## src/rtl/axi_write_responder_pkg.sv

```systemverilog
// ============================================================================
// axi_transaction : address/data types shared by the SAXI master and slaves
// Revision 1.0
// ============================================================================
`default_nettype none

package axi_transaction;

  localparam int ADDR_W = 32;
  localparam int DATA_W = 32;

  typedef logic [ADDR_W-1:0] addr_t;
  typedef logic [DATA_W-1:0] data_t;

endpackage

`default_nettype wire

```

## src/rtl/axi_write_responder_fifo.sv

```systemverilog
// ============================================================================
// axi_sync_fifo : synchronous FIFO with registered full/empty flags
// Revision 1.0
// ============================================================================
`default_nettype none

module axi_sync_fifo #(
  parameter type T     = logic [31:0],
  parameter int  DEPTH = 4
) (
  input  logic clk,
  input  logic rst,
  input  logic push,
  input  T     push_data,
  input  logic pop,
  output T     pop_data,
  output logic full,
  output logic empty
);

  localparam int PTR_W = $clog2(DEPTH);

  T                 mem [DEPTH];
  logic [PTR_W-1:0] wr_ptr;
  logic [PTR_W-1:0] rd_ptr;
  logic [PTR_W:0]   count;
  logic [PTR_W:0]   count_next;
  logic             do_push;
  logic             do_pop;

  // Push is gated on the registered full flag, so a full queue never passes data through.
  assign do_push  = push && !full;
  assign do_pop   = pop && !empty;
  assign pop_data = mem[rd_ptr];

  always_comb begin
    count_next = count;
    if (do_push && !do_pop) begin
      count_next = count + 1'b1;
    end else if (do_pop && !do_push) begin
      count_next = count - 1'b1;
    end
  end

  always_ff @(posedge clk) begin
    if (rst) begin
      wr_ptr <= '0;
      rd_ptr <= '0;
      count  <= '0;
      full   <= 1'b0;
      empty  <= 1'b1;
    end else begin
      if (do_push) wr_ptr <= wr_ptr + 1'b1;
      if (do_pop)  rd_ptr <= rd_ptr + 1'b1;
      count <= count_next;
      full  <= (count_next == (PTR_W+1)'(DEPTH));
      empty <= (count_next == '0);
    end
  end

  always_ff @(posedge clk) begin
    if (do_push) mem[wr_ptr] <= push_data;
  end

endmodule

`default_nettype wire

```

## src/rtl/axi_write_responder.sv

```systemverilog
// ============================================================================
// axi_write_responder : SAXI write slave - queues AW and W, pairs them in
// order, stores data, returns one B response per write
// Revision 1.0
// ============================================================================
`default_nettype none

module axi_write_responder
  import axi_transaction::*;
#(
  parameter int FIFO_DEPTH = 4,
  parameter int MEM_WORDS  = 16,
  parameter int ADDR_LSB   = 8,
  parameter int RESP_DELAY = 2
) (
  input  logic  clk,
  input  logic  rst,
  input  addr_t awaddr,
  input  logic  awvalid,
  output logic  awready,
  input  data_t wdata,
  input  logic  wvalid,
  output logic  wready,
  output logic  bvalid,
  input  logic  bready,
  input  addr_t dbg_addr,
  output data_t dbg_data
);

  localparam int IDX_W = $clog2(MEM_WORDS);
  localparam int CNT_W = (RESP_DELAY > 0) ? $clog2(RESP_DELAY + 1) : 1;
  localparam logic [CNT_W-1:0] CNT_LOAD = CNT_W'((RESP_DELAY > 0) ? RESP_DELAY - 1 : 0);

  typedef enum logic [1:0] {IDLE, WAIT, RESP} state_t;

  state_t           state, state_next;
  logic [CNT_W-1:0] cnt, cnt_next;
  logic             pair;
  logic             aw_full, aw_empty, w_full, w_empty;
  addr_t            aw_head;
  data_t            w_head;
  data_t            mem [MEM_WORDS];
  logic             unused_addr_bits;

  assign awready = !rst && !aw_full;
  assign wready  = !rst && !w_full;
  assign bvalid  = !rst && (state == RESP);

  axi_sync_fifo #(.T(addr_t), .DEPTH(FIFO_DEPTH)) u_aw_fifo (
    .clk       (clk),
    .rst       (rst),
    .push      (awvalid && awready),
    .push_data (awaddr),
    .pop       (pair),
    .pop_data  (aw_head),
    .full      (aw_full),
    .empty     (aw_empty)
  );

  axi_sync_fifo #(.T(data_t), .DEPTH(FIFO_DEPTH)) u_w_fifo (
    .clk       (clk),
    .rst       (rst),
    .push      (wvalid && wready),
    .push_data (wdata),
    .pop       (pair),
    .pop_data  (w_head),
    .full      (w_full),
    .empty     (w_empty)
  );

  always_comb begin
    state_next = state;
    cnt_next   = cnt;
    pair       = 1'b0;
    case (state)
      IDLE: begin
        if (!aw_empty && !w_empty) begin
          pair = 1'b1;
          if (RESP_DELAY == 0) begin
            state_next = RESP;
          end else begin
            state_next = WAIT;
            cnt_next   = CNT_LOAD;
          end
        end
      end
      WAIT: begin
        if (cnt == '0) state_next = RESP;
        else           cnt_next   = cnt - 1'b1;
      end
      RESP: begin
        if (bready) state_next = IDLE;
      end
      default: state_next = IDLE;
    endcase
  end

  always_ff @(posedge clk) begin
    if (rst) begin
      state <= IDLE;
      cnt   <= '0;
    end else begin
      state <= state_next;
      cnt   <= cnt_next;
    end
  end

  // Storage is deliberately left uncleared by reset.
  always_ff @(posedge clk) begin
    if (pair && !rst) mem[aw_head[ADDR_LSB +: IDX_W]] <= w_head;
  end

  assign dbg_data         = mem[dbg_addr[ADDR_LSB +: IDX_W]];
  assign unused_addr_bits = ^{aw_head, dbg_addr};

endmodule

`default_nettype wire
```

## config.mk

```make
export PLATFORM = sky130hd
export DESIGN_NAME = axi_write_responder
export DESIGN_NICKNAME = d
export VERILOG_FILES = /design/src/rtl/axi_write_responder_pkg.sv /design/src/rtl/axi_write_responder_fifo.sv /design/src/rtl/axi_write_responder.sv
export SDC_FILE = /design/constraint.sdc
export NUM_CORES = 1
export LEC_CHECK = 0
export ABC_CLOCK_PERIOD_IN_PS = 4200
export CORE_ASPECT_RATIO = 1.4
export CORE_MARGIN = 1.5
export CORE_UTILIZATION = 54
export DETAILED_ROUTE_END_ITERATION = 10
export HOLD_SLACK_MARGIN = 0.03
export PLACE_DENSITY = 0.79
export SETUP_SLACK_MARGIN = 0.5
export SYNTH_ARGS = -nofsm -noshare
export SYNTH_HDL_FRONTEND = slang
export SYNTH_SLANG_ARGS = --single-unit
```

## constraint.sdc

```tcl
create_clock -name clk -period 4.2 [get_ports clk]
set_input_delay 0.63 -clock clk [delete_from_list [all_inputs] [get_ports clk]]
set_output_delay 0.63 -clock clk [all_outputs]
set_load 0.01 [all_outputs]
```

==> results.txt, run 1 <==
The run gives 3570 ps as the required time of the critical path. Across the run, the number of max-cap violations was 0. Synthesis produced a netlist with a net count of 1183.

The final critical-path share of the clock period works out to 0.842. The congestion estimate from routability-driven global placement came to 0.705. The post-route antenna net violation count was 0. The tools report the CTS buffer count as 56. Layout net count: 1312.

The tree is rooted in a sky130_fd_sc_hd__clkbuf_16. Before antenna repair, the detailed router went through 5 iterations. The fraction of final layout cells sized beyond drive strength 1 was 0.242; the actual transition at the worst max-transition pin was 887 ps.

The number of gates resized after cts was 0; the number of placed instances, taps included was 1770. The worst slew slack as a fraction of its limit was 0.409. The vias per cell is 6.28, and the maximum number of pins on one net before global-route repair is 49.

The logs give 54400 um for the total detailed-routing wirelength and 0 for the hold violation total from the final report. For this run, the top clock speed supported by timing is 0.283 GHz. The initial antenna violation count was 1. The total overflow reported by the global router came out at 0. The worst setup path is captured at a primary output. The clock tree synthesis step divided the H-tree into 2 levels.

The depth of the worst register-to-register path was 5; the total of fill cells in the finished design was 3072. The tools report the register share of total power as 0.547. Share of the synthesized area in the top cell type: 0.758. The time the worst path needs with I/O delays and setup is 3540 ps, and the number of cells produced by synthesis is 1069.

For the total number of vias, the log shows 11763. The worst hold path terminates at cnt[0]. After layout, the worst setup slack is 663 ps.

The critical path start-end classification was input pin to primary output. In this run the critical register-to-register path is captured at mem[8][12]. The tools report the post-CTS setup-driven buffer insertion count as 0. The number of antenna diodes in the final layout is 0. Between clock sinks in the finished design, the worst skew comes to 36.0 ps. Once layout is complete, the cells apart from fillers number 1874.

In this run the critical register-to-register path is launched from state[1]. For this run, design rule violations remaining after detail routing come to 0. The number of stages on the worst hold path was 1; the leakage component of the power was 9.35 nW.

The die covers 49500 um^2. VDD sags by at most 359 uV. Summing all flip-flop and latch instances after layout gives 20200 um^2. The tools report the element type at the critical path start as an input pin.

For the worst setup path, the data arrival time is 2910 ps. The DRC violation total after the first TritonRoute iteration was 1239; the top-level I/O count was 136. The port buffer count is 79.

The min-delay analysis places its worst path in the category flop to flop. For the area of the multi-input gates, the log shows 5540 um^2. Traced cell by cell, the critical path runs through buf_6, buf_12, mux4_1, mux4_2, clkdlybuf4s50_1. The final-report max-slew violation count was 0; the average instance area after synthesis was 24.3 um^2. The initial standard-cell utilization of the core was 0.544. Counting flops with a built-in enable in the synthesized netlist gives 656.

The worst hold path begins at cnt[0]. The library cell with the highest instance count after synthesis is sky130_fd_sc_hd__edfxtp_1. Power comes to 14.6 mW. For the via count of the first global-routing pass, the log shows 12455. The flow ran to the end, and the final reports show no timing, DRC or antenna violations.

Counting distinct cell types in the post-synthesis netlist gives 37. In this run the standard cell core region covers 47800 um^2. The tools report the worst setup slack for register-to-register paths as 930 ps. The sequential-to-total area share from yosys stat came out at 0.778. Row generation in the floorplan step produced 95 rows.

The final routed wire length divided by cell count works out to 29.0 um. For the global-route usage over all layers, the log shows 0.225. Relative to the synthesized area, the layout overhead comes to 14.2%. After routing, the total negative slack on setup checks comes to 0 ps.

The clock input transition at the sequential cells of the worst setup and hold paths is 60 ps. The async set-or-reset flop fraction in the synthesized netlist is 0. After synthesis, the most frequently instantiated cells are 656 x sky130_fd_sc_hd__edfxtp_1, 146 x sky130_fd_sc_hd__mux4_2, 50 x sky130_fd_sc_hd__mux4_1. The net switching share of the total power is 0.221.

The synthesized design spends more area on one cell type than any other, namely sky130_fd_sc_hd__edfxtp_1. The synthesis warning total is 0. Prior to clock tree synthesis, the placed netlist has a worst setup slack of 629 ps. The most used flip-flop cell after synthesis was sky130_fd_sc_hd__edfxtp_1.

Setup violations remaining at the end of the flow were counted as 0. The internal power of the cells totals 11.4 mW. Cell with the biggest individual delay on the critical path: sky130_fd_sc_hd__mux4_1. The total power density per cell area is 492 nW/um^2, and the number of sinks on the clock net is 682. After synthesis, the cell types taking the most area are sky130_fd_sc_hd__edfxtp_1 76%, sky130_fd_sc_hd__mux4_2 13%, sky130_fd_sc_hd__mux4_1 5.1%. For the number of buffers on the longest clock path, the log shows 3. Once detailed placement completed, the half-perimeter wirelength came to 28300 um. The tools report the net switching component of the power as 3.23 mW. The first global-routing pass estimated 80700 um of wire. From bottom edge to top edge, the die measures 263 um.

Counting flops and latches in the post-synthesis netlist gives 682. The largest single stage delay on the critical path is 630 ps. Setup repair after global routing left no endpoint under its margin. For the clock network power share, the log shows 0.365. The combinational cell fraction of total power was 0.088. The post-cts hold buffer count was 0; the highest fanout seen on the critical path was 48. The clock reaches the later pin of the worst-skew pair after 610 ps. In this run the horizontal extent of the chip is 188 um.

TritonCTS built the clock tree. The run gives 26000 um^2 as the area of the mapped netlist.
==> per-layer routing <==
layer	vias up	GRT usage	routed length (um)
li1	4846	-	-
met1	6164	0.295	19600
met2	642	0.380	28300
met3	109	0.0423	4740
met4	2	0.0811	1710
met5	-	0	7
==> metrics by stage <==
step / util / hold slack (ps) / cell area, um^2
final: 0.622 / 492 / 29700
after global routing: 0.622 / 512 / 29700
after CTS: 0.622 / 498 / 29700
after detailed placement: 0.582 / 483 / 27800
after global placement: 0.582 / 461 / 27800
after floorplan: - / 443 / 26000
==> logic make-up (layout without fill, tap and decap cells) <==
| group | Yosys count | in the layout | share of synthesized area |
|---|---|---|---|
| AO/OA/AOI/OAI | 20 | 20 | 0.00558 |
| XOR/XNOR | 8 | 8 | 0.00269 |
| adder cells (fa/ha/maj) | 13 | 13 | 0.00626 |
| buffers and inverters | 62 | 237 | 0.0139 |
| flip-flops | 682 | 682 | 0.778 |
| multiplexers | 196 | 196 | 0.177 |
| AND/OR/NAND/NOR | 88 | 88 | 0.0170 |
==> state kept, by name, summed over array words and instances (netlist names), named ones only <==
register	cells
cnt	2
mem	512
state	2
u_aw_fifo.count	3
u_aw_fifo.empty	1
u_aw_fifo.full	1
u_aw_fifo.mem	16
u_aw_fifo.rd_ptr	2
u_aw_fifo.wr_ptr	2
u_w_fifo.count	3
u_w_fifo.empty	1
u_w_fifo.full	1
u_w_fifo.mem	128
u_w_fifo.rd_ptr	2
u_w_fifo.wr_ptr	2
==> worst max path at each step <==
stage	start	end	slack, ps	cells past startpoint
finish	dbg_addr[8]	dbg_data[13]	660	5
global route	dbg_addr[8]	dbg_data[7]	600	5
CTS	dbg_addr[8]	dbg_data[13]	630	5
detailed placement	dbg_addr[8]	dbg_data[13]	630	5
global placement	dbg_addr[8]	dbg_data[15]	640	5
floorplan	state[1]	mem[4][0]	1030	5
==> final cells by class <==
| cell class | instances | area share |
|---|---|---|
| flip-flops and latches | 682 | 0.681 |
| clock buffers | 60 | 0.0484 |
| well taps | 630 | 0.0265 |
| clock inverters | 44 | 0.0148 |
| repair buffers | 120 | 0.0412 |
| inverters | 13 | 0.00164 |
| multi-input cells | 325 | 0.187 |
==> critical path: cells and delay by family <==
| family | cells | cell delay, ps |
|---|---|---|
| muxes | 2 | 1170 |
| buffers and inverters | 3 | 1070 |
==> power by group through the flow <==
stage / combinational [mW] / clock (mW) / sequential, mW
after floorplan: 0.845 / 0 / 8.08
after global placement: 1.19 / 0 / 8.13
after detailed placement: 1.26 / 0 / 8.14
after CTS: 1.28 / 5.41 / 8.00
after global routing: 1.37 / 5.64 / 8.01
final: 1.28 / 5.34 / 7.99
==> cells in the final DEF, fill, tap and decap left out, types with 3 or more instances in the layout <==
cell / count
sky130_fd_sc_hd__clkinv_1: 13
sky130_fd_sc_hd__a21oi_1: 4
sky130_fd_sc_hd__nand4_1: 5
sky130_fd_sc_hd__buf_12: 11
sky130_fd_sc_hd__nor3b_1: 6
sky130_fd_sc_hd__o21ai_0: 3
sky130_fd_sc_hd__clkinv_2: 14
sky130_fd_sc_hd__mux4_2: 146
sky130_fd_sc_hd__ha_1: 13
sky130_fd_sc_hd__clkbuf_16: 56
sky130_fd_sc_hd__clkdlybuf4s50_1: 75
sky130_fd_sc_hd__buf_4: 31
sky130_fd_sc_hd__nor2_4: 16
sky130_fd_sc_hd__nand3_1: 4
sky130_fd_sc_hd__nor2_1: 17
sky130_fd_sc_hd__nand2b_1: 4
sky130_fd_sc_hd__dfxtp_1: 25
sky130_fd_sc_hd__clkinvlp_4: 4
sky130_fd_sc_hd__bufinv_16: 8
sky130_fd_sc_hd__edfxtp_1: 656
sky130_fd_sc_hd__and3_1: 3
sky130_fd_sc_hd__nand2_1: 16
sky130_fd_sc_hd__inv_1: 13
sky130_fd_sc_hd__xnor2_1: 6
sky130_fd_sc_hd__mux4_1: 50
sky130_fd_sc_hd__and2_1: 8
No activity file was read; power rests on OpenSTA's default activity.
==> inputs of run 2 (changes only) <==
Settings changed: ABC_CLOCK_PERIOD_IN_PS 4200 to 3550.
Clock period 4.2 ns to 3.55 ns, I/O delays scaled along.
==> results.txt, run 2 (same netlist as run 1, synthesis figures left out) <==
The run finished with clean final reports. The floorplan step set the die height to 263 um. The detail route stage leaves a number of antenna-violating nets equal to 0. Kind of path behind the tightest hold check: flop to flop. The detailed router finished its first iteration with 1455 violations.

Setup repair after global routing left no endpoint under its margin. The number of flip-flops under the largest register name came out at 512. The core area is 47800 um^2.

Clock latency on the worst-skew pair, taken at its later pin, is 610 ps. After global routing the overflow that remains totals 0. Across the VDD grid, the largest voltage drop is 438 uV. The number of buffers on the longest clock path was 3. Clock-pin slew was measured on the worst setup and hold paths at 70 ps.

The synthesis-to-finish area growth is 16.0%. The via count of the first global-routing pass is 12640, and the H-tree level count is 2. For this block, the routed nets add up to 57500 um of wire.

The top-level I/O count came out at 136. STA classifies the critical path startpoint as a flop. Setup total negative slack on the finished layout was measured at 0 ps. Between clock sinks in the finished design, the worst skew comes to 23.6 ps. The tools report the clock network power share as 0.355.

Setup violations remaining at the end of the flow were counted as 0. Required time of the critical path: 3020 ps. The actual transition at the worst max-transition pin came out at 549 ps. In the layout the commonest cells are 656 x sky130_fd_sc_hd__edfxtp_1, 151 x sky130_fd_sc_hd__mux4_2, 58 x sky130_fd_sc_hd__clkbuf_16.

Summed over all nets, the switching power comes to 3.82 mW. The initial antenna violation count is 1, and the combinational cell fraction of total power is 0.095. Entering global routing, the biggest net connects 48 pins.

The run gives 28100 um^2 as the instance area at placement. The most numerous cell type found on the critical path is sky130_fd_sc_hd__mux4_2. The register ranked first by flip-flop count is mem.

The fraction of final layout cells sized beyond drive strength 1 works out to 0.253. Power spread over the standard cell area amounts to 568 nW/um^2. Detailed placement ended at an HPWL of 27500 um. Number of sinks on the clock net: 682. After the last flow step, the layout net total stands at 1334.

The logs give 0.633 for the worst slew slack as a fraction of its limit and 84600 um for the first-pass GRT wire length. The post-layout instance area was 30200 um^2; the net switching share of the total power was 0.223. Before CTS, the worst setup slack after placement is 267 ps.

Final-report max-slew violation count: 0. The run gives 95 as the standard-cell row count. Dividing the detail-routed via count by the number of cells gives 6.35. The hold violation total from the final report was 0. Weighted congestion at the end of routability-driven global placement: 0.730.

Commonest non-fill, non-tap cell in the layout: sky130_fd_sc_hd__edfxtp_1. The critical path goes through mux4_2, mux4_2, clkdlybuf4s50_1. The initial standard-cell utilization of the core is 0.544, and the number of search-and-repair iterations in the first detailed-routing pass is 5.

The total DRC errors in the routed layout is 0, and the worst path arrival time is 2490 ps. The final route contains 12035 vias. The highest fanout seen on the critical path came out at 1. The critical path start-end classification is flop to primary output. The slowest stage of the critical path is the sky130_fd_sc_hd__mux4_2 cell.

The largest registers in the layout are mem x512, u_w_fifo.mem x128, u_aw_fifo.mem x16. The CTS buffer count was 56; the hold slack was 476 ps. TritonCTS built the clock tree.

In this run the clock root is driven by a sky130_fd_sc_hd__clkbuf_16. Based on the critical path, the design can be clocked at up to 0.331 GHz. Port buffer count: 79. The total die area is 49500 um^2, and the time the worst path needs with I/O delays and setup is 3030 ps. The floorplan die width came out at 188 um. The count of cells in the finished layout, fillers not included, comes to 1895.

Across all setup checks in the final design, the least slack found is 525 ps. In this run, placement finished with an instance count of 1770. The leakage component of the power is 9.66 nW.

The max-cap check violation count is 0, and the number of diodes is 0. The maximum cell stage delay along the critical path came out at 510 ps. Category of the worst setup path capture point: a primary output. The final critical-path share of the clock period came out at 0.852. The internal power summed over all cells is 13.3 mW. The register share of total power is 0.550, and the final routed wire length divided by cell count is 30.4 um.

The tools report the global-route usage over all layers as 0.237.
run 2: changes by cell type in the layout (fill, tap and decap cells not counted), moves of 8 or more:
cell                              before  now
sky130_fd_sc_hd__dlymetal6s2s_1        0   12
sky130_fd_sc_hd__clkbuf_1              2   14
sky130_fd_sc_hd__dlygate4sd2_1         0   18
sky130_fd_sc_hd__clkdlybuf4s50_1      75   45
sky130_fd_sc_hd__clkinv_2             14    6
sky130_fd_sc_hd__buf_12               11   27
sky130_fd_sc_hd__buf_16                0    8
run 2: worst paths after layout:
check | cells past startpoint | slack (ps) | endpoint | from
max | 3 | 520 | dbg_data[6] | mem[11][6]
min | 1 | 480 | cnt[0] | cnt[0]
max reg2reg | 5 | 920 | mem[0][25] | state[1]
min reg2reg | 1 | 480 | cnt[0] | cnt[0]
run 2: final cells by class:
class / count / area, um^2
repair buffers: 142 / 1780
multi-input cells: 325 / 5520
well taps: 630 / 788
clock buffers: 80 / 1610
flip-flops and latches: 682 / 20200
fillers: 3018 / 17600
inverters: 13 / 48.8
clock inverters: 23 / 184
run 2: power groups by stage:
stage	Clock [mW]	Sequential (mW)	Combinational (mW)
2_1_floorplan	0	9.56	1.00
3_3_place_gp	0	9.57	1.48
3_5_place_dp	0	9.58	1.56
4_1_cts	6.14	9.42	1.61
5_1_grt	6.42	9.43	1.73
6_report	6.08	9.42	1.63
run 2: repair_timing:
action / 4_1_cts / 5_1_grt
buffers inserted: 15 / 5
hold buffers: 0 / 0
resized for setup: 31 / 15
endpoints found under the setup margin: 32 / 15
gates cloned: 2 / 0
run 2: per-stage QoR:
step | total power [mW] | util
6_report | 17.1 | 0.631
5_1_grt | 17.6 | 0.631
4_1_cts | 17.2 | 0.630
3_5_place_dp | 11.1 | 0.587
3_3_place_gp | 11.0 | 0.587
2_1_floorplan | 10.6 | -
run 2: routing by layer:
metal,up-vias,global-route usage,part of all wire
met5,-,0,0
met4,0,0.0879,0.031
met3,114,0.0378,0.079
met2,696,0.409,0.53
met1,6320,0.307,0.36
li1,4905,-,-
run 2: worst max-delay path: cells and delay by family, from the launching register on:
kind / cells / cell delay (ps)
flops: 1 / 390
buf+inv: 1 / 510
mux: 2 / 990
